<file path="config.mk">
export PLATFORM = sky130hd
export DESIGN_NAME = multicycle_control_fsm_flat
export DESIGN_NICKNAME = d
export VERILOG_FILES = /design/src/rtl/multicycle_control_fsm_if.sv /design/src/rtl/multicycle_control_fsm.sv /design/src/flat_wrapper.sv
export SDC_FILE = /design/constraint.sdc
export NUM_CORES = 1
export LEC_CHECK = 0
export ABC_AREA = 1
export BUFFER_PORTS_ARGS = -buffer_cell sky130_fd_sc_hd__buf_2
export CORE_MARGIN = 1.5
export CORE_UTILIZATION = 45
export DETAILED_ROUTE_END_ITERATION = 12
export HOLD_SLACK_MARGIN = 0.02
export PLACE_DENSITY = 0.77
export SKIP_CTS_REPAIR_TIMING = 1
export SYNTH_ARGS = -nofsm -noshare
export SYNTH_HDL_FRONTEND = slang
export SYNTH_SLANG_ARGS = --single-unit
</file>
<file path="constraint.sdc">
create_clock -name clk -period 4.94 [get_ports clk]
set_clock_uncertainty 0.1 [all_clocks]
set_input_delay 0.494 -clock clk [delete_from_list [all_inputs] [get_ports clk]]
set_output_delay 0.494 -clock clk [all_outputs]
set_load 0.02 [all_outputs]
</file>
<file path="src/rtl/multicycle_control_fsm_if.sv">
// Control-unit bundle: instruction/flag/memory-ready inputs and datapath control outputs.
interface multicycle_control_fsm_if;
  logic [6:0] opcode;
  logic       zero;
  logic       mem_ready;
  logic       mem_req;
  logic       mem_write;
  logic       adr_src;
  logic       ir_write;
  logic       pc_en;
  logic       reg_write;
  logic [1:0] alu_src_a;
  logic [1:0] alu_src_b;
  logic [1:0] alu_op;
  logic [1:0] result_src;
  logic [2:0] imm_src;
  logic       fault;
  logic [1:0] fault_cause;
  logic [3:0] state;

  modport slave (
    input  opcode, zero, mem_ready,
    output mem_req, mem_write, adr_src, ir_write, pc_en, reg_write,
           alu_src_a, alu_src_b, alu_op, result_src, imm_src,
           fault, fault_cause, state
  );

  modport master (
    output opcode, zero, mem_ready,
    input  mem_req, mem_write, adr_src, ir_write, pc_en, reg_write,
           alu_src_a, alu_src_b, alu_op, result_src, imm_src,
           fault, fault_cause, state
  );
endinterface

</file>
<file path="src/rtl/multicycle_control_fsm.sv">
// Multicycle RV32 control FSM: fetch/decode/execute/memory/writeback over a shared
// memory port, with a memory-stall timeout and a sticky FAULT state.
module multicycle_control_fsm #(
  parameter bit MEM_HANDSHAKE = 1'b1,
  parameter int TIMEOUT       = 16
) (
  input logic               clk,
  input logic               reset,
  multicycle_control_fsm_if.slave bus
);
  typedef enum logic [3:0] {
    S_FETCH = 4'd0, S_DECODE = 4'd1, S_MEMADR = 4'd2, S_MEMREAD = 4'd3,
    S_MEMWB = 4'd4, S_MEMWRITE = 4'd5, S_EXECR = 4'd6, S_EXECI = 4'd7,
    S_ALUWB = 4'd8, S_BEQ = 4'd9, S_JAL = 4'd10, S_LUI = 4'd11, S_FAULT = 4'd12
  } state_e;

  localparam logic [6:0] OP_LW  = 7'b0000011;
  localparam logic [6:0] OP_SW  = 7'b0100011;
  localparam logic [6:0] OP_R   = 7'b0110011;
  localparam logic [6:0] OP_I   = 7'b0010011;
  localparam logic [6:0] OP_BEQ = 7'b1100011;
  localparam logic [6:0] OP_JAL = 7'b1101111;
  localparam logic [6:0] OP_LUI = 7'b0110111;

  localparam int            CW      = (TIMEOUT > 0) ? $clog2(TIMEOUT + 1) : 1;
  localparam logic [CW-1:0] TO_LAST = (TIMEOUT > 0) ? CW'(TIMEOUT - 1) : '0;

  state_e        state_q, state_d;
  logic [CW-1:0] cnt_q, cnt_d;
  logic [1:0]    cause_q, cause_d;

  logic       rdy, in_wait, expire;
  logic       mem_req, mem_write, adr_src, ir_write, reg_write, pc_write, branch, fault;
  logic [1:0] src_a, src_b, alu_op, result_src;
  logic [2:0] imm_src;

  always_ff @(posedge clk or posedge reset) begin
    if (reset) begin
      state_q <= S_FETCH;
      cnt_q   <= '0;
      cause_q <= 2'b00;
    end else begin
      state_q <= state_d;
      cnt_q   <= cnt_d;
      cause_q <= cause_d;
    end
  end

  always_comb begin
    state_d    = state_q;
    cause_d    = cause_q;
    cnt_d      = '0;
    mem_req    = 1'b0;
    mem_write  = 1'b0;
    adr_src    = 1'b0;
    ir_write   = 1'b0;
    reg_write  = 1'b0;
    pc_write   = 1'b0;
    branch     = 1'b0;
    fault      = 1'b0;
    src_a      = 2'b00;
    src_b      = 2'b00;
    alu_op     = 2'b00;
    result_src = 2'b00;
    rdy        = MEM_HANDSHAKE ? bus.mem_ready : 1'b1;
    in_wait    = (state_q == S_FETCH) || (state_q == S_MEMREAD) || (state_q == S_MEMWRITE);
    expire     = (TIMEOUT > 0) && in_wait && !rdy && (cnt_q == TO_LAST);

    case (state_q)
      S_FETCH: begin
        mem_req    = 1'b1;
        src_b      = 2'b10;
        result_src = 2'b10;
        ir_write   = rdy;
        pc_write   = rdy;
        if (rdy) state_d = S_DECODE;
      end
      S_DECODE: begin
        src_a = 2'b01;
        src_b = 2'b01;
        case (bus.opcode)
          OP_LW, OP_SW: state_d = S_MEMADR;
          OP_R:         state_d = S_EXECR;
          OP_I:         state_d = S_EXECI;
          OP_BEQ:       state_d = S_BEQ;
          OP_JAL:       state_d = S_JAL;
          OP_LUI:       state_d = S_LUI;
          default: begin
            state_d = S_FAULT;
            cause_d = 2'b01;
          end
        endcase
      end
      S_MEMADR: begin
        src_a   = 2'b10;
        src_b   = 2'b01;
        state_d = (bus.opcode == OP_LW) ? S_MEMREAD : S_MEMWRITE;
      end
      S_MEMREAD: begin
        mem_req = 1'b1;
        adr_src = 1'b1;
        if (rdy) state_d = S_MEMWB;
      end
      S_MEMWB: begin
        result_src = 2'b01;
        reg_write  = 1'b1;
        state_d    = S_FETCH;
      end
      S_MEMWRITE: begin
        mem_req   = 1'b1;
        mem_write = 1'b1;
        adr_src   = 1'b1;
        if (rdy) state_d = S_FETCH;
      end
      S_EXECR: begin
        src_a   = 2'b10;
        alu_op  = 2'b10;
        state_d = S_ALUWB;
      end
      S_EXECI: begin
        src_a   = 2'b10;
        src_b   = 2'b01;
        alu_op  = 2'b10;
        state_d = S_ALUWB;
      end
      S_ALUWB: begin
        reg_write = 1'b1;
        state_d   = S_FETCH;
      end
      S_BEQ: begin
        src_a   = 2'b10;
        alu_op  = 2'b01;
        branch  = 1'b1;
        state_d = S_FETCH;
      end
      S_JAL: begin
        src_a    = 2'b01;
        src_b    = 2'b10;
        pc_write = 1'b1;
        state_d  = S_ALUWB;
      end
      S_LUI: begin
        src_a   = 2'b11;
        src_b   = 2'b01;
        state_d = S_ALUWB;
      end
      S_FAULT: fault = 1'b1;
      default: state_d = S_FETCH;
    endcase

    // Stall limit reached with memory still not ready; a ready on this cycle wins.
    if (expire) begin
      state_d = S_FAULT;
      cause_d = 2'b10;
    end
    if (in_wait && !rdy && (state_d == state_q)) cnt_d = cnt_q + 1'b1;
  end

  always_comb begin
    case (bus.opcode)
      OP_SW:   imm_src = 3'b001;
      OP_BEQ:  imm_src = 3'b010;
      OP_JAL:  imm_src = 3'b011;
      OP_LUI:  imm_src = 3'b100;
      default: imm_src = 3'b000;
    endcase
  end

  assign bus.mem_req     = mem_req;
  assign bus.mem_write   = mem_write;
  assign bus.adr_src     = adr_src;
  assign bus.ir_write    = ir_write;
  assign bus.pc_en       = pc_write | (branch & bus.zero);
  assign bus.reg_write   = reg_write;
  assign bus.alu_src_a   = src_a;
  assign bus.alu_src_b   = src_b;
  assign bus.alu_op      = alu_op;
  assign bus.result_src  = result_src;
  assign bus.imm_src     = imm_src;
  assign bus.fault       = fault;
  assign bus.fault_cause = cause_q;
  assign bus.state       = state_q;
endmodule

</file>
<file path="src/flat_wrapper.sv">
// flat-port wrapper written by rule: the top's interface ports become plain ports
module multicycle_control_fsm_flat 
#(
  parameter bit MEM_HANDSHAKE = 1'b1,
  parameter int TIMEOUT       = 16
)
  (clk, reset, bus_opcode, bus_zero, bus_mem_ready, bus_mem_req, bus_mem_write, bus_adr_src, bus_ir_write, bus_pc_en, bus_reg_write, bus_alu_src_a, bus_alu_src_b, bus_alu_op, bus_result_src, bus_imm_src, bus_fault, bus_fault_cause, bus_state);
  multicycle_control_fsm_if bus_i ();
  input logic clk;
  input logic reset;
  input wire logic [$bits(bus_i.opcode)-1:0] bus_opcode;
  input wire logic [$bits(bus_i.zero)-1:0] bus_zero;
  input wire logic [$bits(bus_i.mem_ready)-1:0] bus_mem_ready;
  output wire logic [$bits(bus_i.mem_req)-1:0] bus_mem_req;
  output wire logic [$bits(bus_i.mem_write)-1:0] bus_mem_write;
  output wire logic [$bits(bus_i.adr_src)-1:0] bus_adr_src;
  output wire logic [$bits(bus_i.ir_write)-1:0] bus_ir_write;
  output wire logic [$bits(bus_i.pc_en)-1:0] bus_pc_en;
  output wire logic [$bits(bus_i.reg_write)-1:0] bus_reg_write;
  output wire logic [$bits(bus_i.alu_src_a)-1:0] bus_alu_src_a;
  output wire logic [$bits(bus_i.alu_src_b)-1:0] bus_alu_src_b;
  output wire logic [$bits(bus_i.alu_op)-1:0] bus_alu_op;
  output wire logic [$bits(bus_i.result_src)-1:0] bus_result_src;
  output wire logic [$bits(bus_i.imm_src)-1:0] bus_imm_src;
  output wire logic [$bits(bus_i.fault)-1:0] bus_fault;
  output wire logic [$bits(bus_i.fault_cause)-1:0] bus_fault_cause;
  output wire logic [$bits(bus_i.state)-1:0] bus_state;
  assign bus_i.opcode = bus_opcode;
  assign bus_i.zero = bus_zero;
  assign bus_i.mem_ready = bus_mem_ready;
  assign bus_mem_req = bus_i.mem_req;
  assign bus_mem_write = bus_i.mem_write;
  assign bus_adr_src = bus_i.adr_src;
  assign bus_ir_write = bus_i.ir_write;
  assign bus_pc_en = bus_i.pc_en;
  assign bus_reg_write = bus_i.reg_write;
  assign bus_alu_src_a = bus_i.alu_src_a;
  assign bus_alu_src_b = bus_i.alu_src_b;
  assign bus_alu_op = bus_i.alu_op;
  assign bus_result_src = bus_i.result_src;
  assign bus_imm_src = bus_i.imm_src;
  assign bus_fault = bus_i.fault;
  assign bus_fault_cause = bus_i.fault_cause;
  assign bus_state = bus_i.state;
  multicycle_control_fsm #(.MEM_HANDSHAKE(MEM_HANDSHAKE), .TIMEOUT(TIMEOUT)) u_core (.clk(clk), .reset(reset), .bus(bus_i));
endmodule
</file>
==> impl_metrics.ini, run 1 <==
[outcome]
status = finished clean

[routing]
routed_wire_length_per_instance_microns = 10.4
drtIter0Drc = 26
viasPerCell = 4.72
drc = 0
dr.pass1.iters = 4
postRouteAntennaNets = 0
finalWirelength_mm = 2.01
vias = 906

[logic_synthesis]
synth.largest_area_cell = dfrtp_1
yosysTopAreaCellShare_pct = 31.4
syn_area_sq_um = 876
synthesis.nets = 142
synth_seq_cells = 11
syn_inst = 129
yosys_warnings = 0
synth_edf_count = 0
synth-seq-area-share_pct = 31.4
synthArstFlopShare_pct = 100
ys_types = 27
ys.flop_type = dfrtp_1
postSynthAreaPerCell_sq_um = 6.79
synthTopCellsByArea = dfrtp_1 31%, inv_1 12%, nand2_1 11%, nor2_1 9.4%, nand3_1 5.1%

[die]
die_h_microns = 47.1
io_pins = 35
fp.dieW_microns = 47.1
std_cell_rows = 15
core-area_sq_um = 1780
start_util_pct = 49.1
fp.dieArea_sq_um = 2220

[sta]
slew_headroom_pct = 72.9
drv_slew = 0
tns_ns = 0
fin_crit_ns = 2.15
setup_viol = 0
fmax_mhz = 466
rsz0062_at_grt = false
tightest_slew_ns = 0.407
min_period_over_period_pct = 43.4
hold_viol = 0

[place]
io_buffer_count = 34
place_area_sq_um = 1080
dpl.hpwl_mm = 1.66
place.gp.congestion = 0.928

[setup_path]
crit_type = reg2out
startpoint = u_core.bus.state[3]
required_ns = 4.35
cp_max_fo = 6
rr_worst_depth = 8
reg2reg_slack_ns = 3.19
reg2reg_to = u_core.cnt_q[1]
cp-end-kind = output port
critical_path.startpoint_type = flop
rr_startpoint = u_core.cnt_q[0]
crit_end = bus_alu_src_b[0]
cp.arrival_ns = 1.55

[grt]
top_usage_layer = met2
globalRouteMet2Util_pct = 33.2
met1_usage_pct = 25.5
grt_max_degree = 12
antenna_found_initial = 0
grt_pass1_wl_mm = 3.16
globalRouteOverflowTotal = 0
grt_usage_pct = 20.1
met3_usage_pct = 2.31
grt_pass1_vias = 793

[hold_path]
holdCritPathClass = in2async

[cells_and_area]
nFillCells = 163
drive_gt1_share_pct = 31.1
fin_area_sq_um = 1100
antennaDiodeCount = 0
syn2layout_area_growth_pct = 26.0
final_common_cell = buf_2
final_cell_mix = 34 x buf_2, 28 x inv_1, 25 x nand2_1
fin_nets = 181

[clocking]
cts_max_path_buffers = 2
clkTransAtPathRegs_ns = 0.07
cts.sinks = 11
clockRootBuffer = clkbuf_4
clk_latency_ns = 0.26
numCtsBuffers = 3
cts_tree = built
cts_htree_levels = 1

[power_and_ir_drop]
irDropWorstVdd_mv = 0.232
p_leak_nw = 0.673
p_per_area_nw_per_um2 = 490

[flow_run]
cap_viol_max_count = 0
==> critical path: stages (launching register included) <==
cell and delay (ns):
dfrtp_1 0.47, nor2_4 0.19, inv_2 0.06, nor2_1 0.17, inv_1 0.10, o211ai_1 0.10
buf_2 0.19
==> synthesized netlist by cell type, types with 2 or more instances <==
cell type	number
inv_1	28
nand2_1	25
nor2_1	22
dfrtp_1	11
nand3_1	9
nand2_2	4
a21oi_1	3
nor2_2	3
o21ai_0	3
ha_1	2
inv_2	2
nand3_4	2
==> worst min path at each step <==
stage,slack [ns],from,to
finish,0.10,reset,u_core.cnt_q[0]
global placement,0.35,u_core.cnt_q[0],u_core.cnt_q[0]
detailed placement,0.36,u_core.cnt_q[0],u_core.cnt_q[0]
floorplan,0.25,reset,u_core.bus.fault_cause[0]
global route,0.15,reset,u_core.cnt_q[0]
CTS,0.11,reset,u_core.cnt_q[2]
==> sequential cells by signal, summed over array words and instances, names as in the netlist <==
register                flops
u_core.bus.state            4
u_core.cnt_q                5
u_core.bus.fault_cause      2
==> report_power, final <==
part / internal, mW / leakage, nW / switching [mW]
registers: 0.108 / 0.145 / 0.0262
clock network: 0.0312 / 0.0150 / 0.0285
logic: 0.112 / 0.513 / 0.236
==> layout make-up <==
cell class,count,area (sq um),share of cell area (%)
clock buffers,4,26.3,2.38
inverters,30,113,10.2
multi-input cells,88,488,44.2
flip-flops and latches,11,275,24.9
well taps,25,31.3,2.83
repair buffers,34,170,15.4
==> metal layers <==
layer	vias to the layer above	part of all wire (%)	wire length, microns
li1	480	-	-
met1	394	47	946
met2	30	47	951
met3	2	4.4	88
met4	0	0.95	19
met5	-	0	0
==> per-stage QoR <==
| stage | power (mW) | setup slack, ns | hold slack (ns) | util (%) | cells |
|---|---|---|---|---|---|
| 3_3_place_gp | 0.478 | 3.11 | 0.349 | 60.4 | 188 |
| 3_5_place_dp | 0.482 | 3.02 | 0.355 | 60.4 | 188 |
| 6_report | 0.541 | 2.79 | 0.101 | 61.9 | 192 |
| 4_1_cts | 0.545 | 2.80 | 0.111 | 61.9 | 192 |
| 2_1_floorplan | 0.384 | 2.88 | 0.246 | - | 129 |
| 5_1_grt | 0.586 | 2.66 | 0.147 | 61.9 | 192 |
==> logic make-up after synthesis <==
family	synth area share, %
buffers and inverters	12.9
XOR/XNOR	2.00
flip-flops	31.4
AO/OA/AOI/OAI	8.57
adder cells (fa/ha/maj)	2.86
AND/OR/NAND/NOR	42.3
(Power assumes the default switching activity.)
==> run 2, diff against run 1 <==
==> constraint.sdc (replaced) <==
create_clock -name clk -period 2.2 [get_ports clk]
set_clock_uncertainty 0.1 [all_clocks]
set_input_delay 0.22 -clock clk [delete_from_list [all_inputs] [get_ports clk]]
set_output_delay 0.22 -clock clk [all_outputs]
set_load 0.02 [all_outputs]
==> run 2 against run 1 <==
Against the previous run:
- power grew 120%
- register-to-register slack worse by 2.7 ns
- sequential power increased by 120%
- largest cell class unchanged
- largest power group unchanged
- combinational power up 120%
- highest routed layer unchanged
- clock-buffer cell count did not move
- setup slack got worse by 2.5 ns
==> impl_metrics.ini, run 2 (synthesis gave the netlist of run 1 again) <==
[clocking]
cts_tree = built
numCtsBuffers = 3
cts_htree_levels = 1
cts_max_path_buffers = 2
clk_latency_ns = 0.27
cts.sinks = 11
clockRootBuffer = clkbuf_4
clkTransAtPathRegs_ns = 0.07

[setup_path]
rr_worst_depth = 8
cp_cell_sequence = nor2_1 -> nand2_2 -> nor2_1 -> inv_1 -> nand3_1 -> buf_2
crit_path_top_delay_cell = dfrtp_1
cp-end-kind = output port
critPathBufInv = 2
crit_type = reg2out
path_common_cell = nor2_1
cp_max_fo = 8
cp_top_family = simple AND/OR/NAND/NOR gates
required_ns = 1.88
path_depth = 6
cp.arrival_ns = 1.55
critical_path.startpoint_type = flop
slowest_delay_ns = 0.46

[cells_and_area]
register_area_sq_um = 275
multi_input_area_sq_um = 488
fin_cells = 193
fin_nets = 182
largest_reg_flops = 5
drive_gt1_share_pct = 31.0
antennaDiodeCount = 0
final_cell_mix = 34 x buf_2, 28 x inv_1, 25 x nand2_1
nFillCells = 162
syn2layout_area_growth_pct = 27.1
utilization_pct = 62.5
largest-register = u_core.cnt_q
final_common_cell = buf_2

[sta]
tightest_slew_ns = 0.408
whs_ns = 0.254
min_period_over_period_pct = 85.0
fin_crit_ns = 1.87
slew_headroom_pct = 72.7
fin_ws_ns = 0.331
setup_viol = 0
drv_slew = 0
rsz0062_at_grt = false
fmax_mhz = 535
hold_viol = 0
tns_ns = 0

[die]
io_pins = 35
fp.dieArea_sq_um = 2220
fp.dieW_microns = 47.1
die_h_microns = 47.1
core-area_sq_um = 1780
start_util_pct = 49.1
std_cell_rows = 15

[power_and_ir_drop]
p_switching_uw = 652
p_per_area_nw_per_um2 = 1090
intPower_uw = 563
seq_power_share_pct = 24.2
clock_power_share_pct = 11.3
p_leak_nw = 0.677
p_comb_share_pct = 64.4
irDropWorstVdd_mv = 0.595
switching_share_pct = 53.6

[grt]
antenna_found_initial = 0
grt_usage_pct = 19.9
grt_max_degree = 12
grt_pass1_vias = 839
grt_pass1_wl_mm = 3.22
globalRouteOverflowTotal = 0

[routing]
drc = 0
routed_wire_length_per_instance_microns = 10.0
postRouteAntennaNets = 0
finalWirelength_mm = 1.93
vias = 905
dr.pass1.iters = 4
viasPerCell = 4.69
drtIter0Drc = 7

[place]
placedCellCount = 188
io_buffer_count = 34
place_ws_ns = 0.467
place.gp.congestion = 0.816
dpl.hpwl_mm = 1.67

[outcome]
status = finished clean

[flow_run]
cap_viol_max_count = 0

[hold_path]
holdCritPathClass = in2reg
holdPathStages = 4
==> run 2: worst min-delay path, delay by kind of cell <==
| kind | cells | cell delay (ns) |
|---|---|---|
| buffers and inverters | 2 | 0.18 |
| AND/OR/NAND/NOR | 2 | 0.18 |
==> run 2: final timing paths <==
path                       slack [ns]           startpoint                   endpoint
min                              0.25        bus_mem_ready  u_core.bus.fault_cause[1]
max in group asynchronous        1.34                reset            u_core.cnt_q[3]
max reg2reg                      0.47      u_core.cnt_q[0]            u_core.cnt_q[2]
max                              0.33  u_core.bus.state[1]                  bus_pc_en
min in group asynchronous        0.37                reset            u_core.cnt_q[1]
min reg2reg                      0.36      u_core.cnt_q[0]            u_core.cnt_q[0]
==> run 2: per-layer routing <==
metal | GRT usage (%) | vias to the layer above | wire length, microns | share of wire, %
met5 | 0 | - | 0 | 0
met4 | 6.67 | 0 | 22 | 1.1
met3 | 1.15 | 2 | 99 | 5.1
met2 | 37.8 | 29 | 955 | 49
met1 | 23.6 | 395 | 855 | 44
li1 | - | 479 | - | -
==> run 2: layout make-up <==
class	count	area share [%]
multi-input cells	88	43.8
flip-flops and latches	11	24.7
repair buffers	35	16.2
inverters	30	10.1
well taps	25	2.81
clock buffers	4	2.36
==> run 2: stage by stage <==
stage / area [sq um] / power, mW
4_1_cts: 1100 / 1.22
3_5_place_dp: 1080 / 1.08
5_1_grt: 1110 / 1.31
6_report: 1110 / 1.21
2_1_floorplan: 876 / 0.862
3_3_place_gp: 1080 / 1.07
==> run 2: power groups by stage <==
stage / registers, mW / clock network (mW) / logic, mW
after detailed placement: 0.299 / 0 / 0.785
after global routing: 0.300 / 0.147 / 0.860
after CTS: 0.294 / 0.141 / 0.788
after floorplan: 0.321 / 0 / 0.540
after global placement: 0.296 / 0 / 0.772
final: 0.295 / 0.138 / 0.782
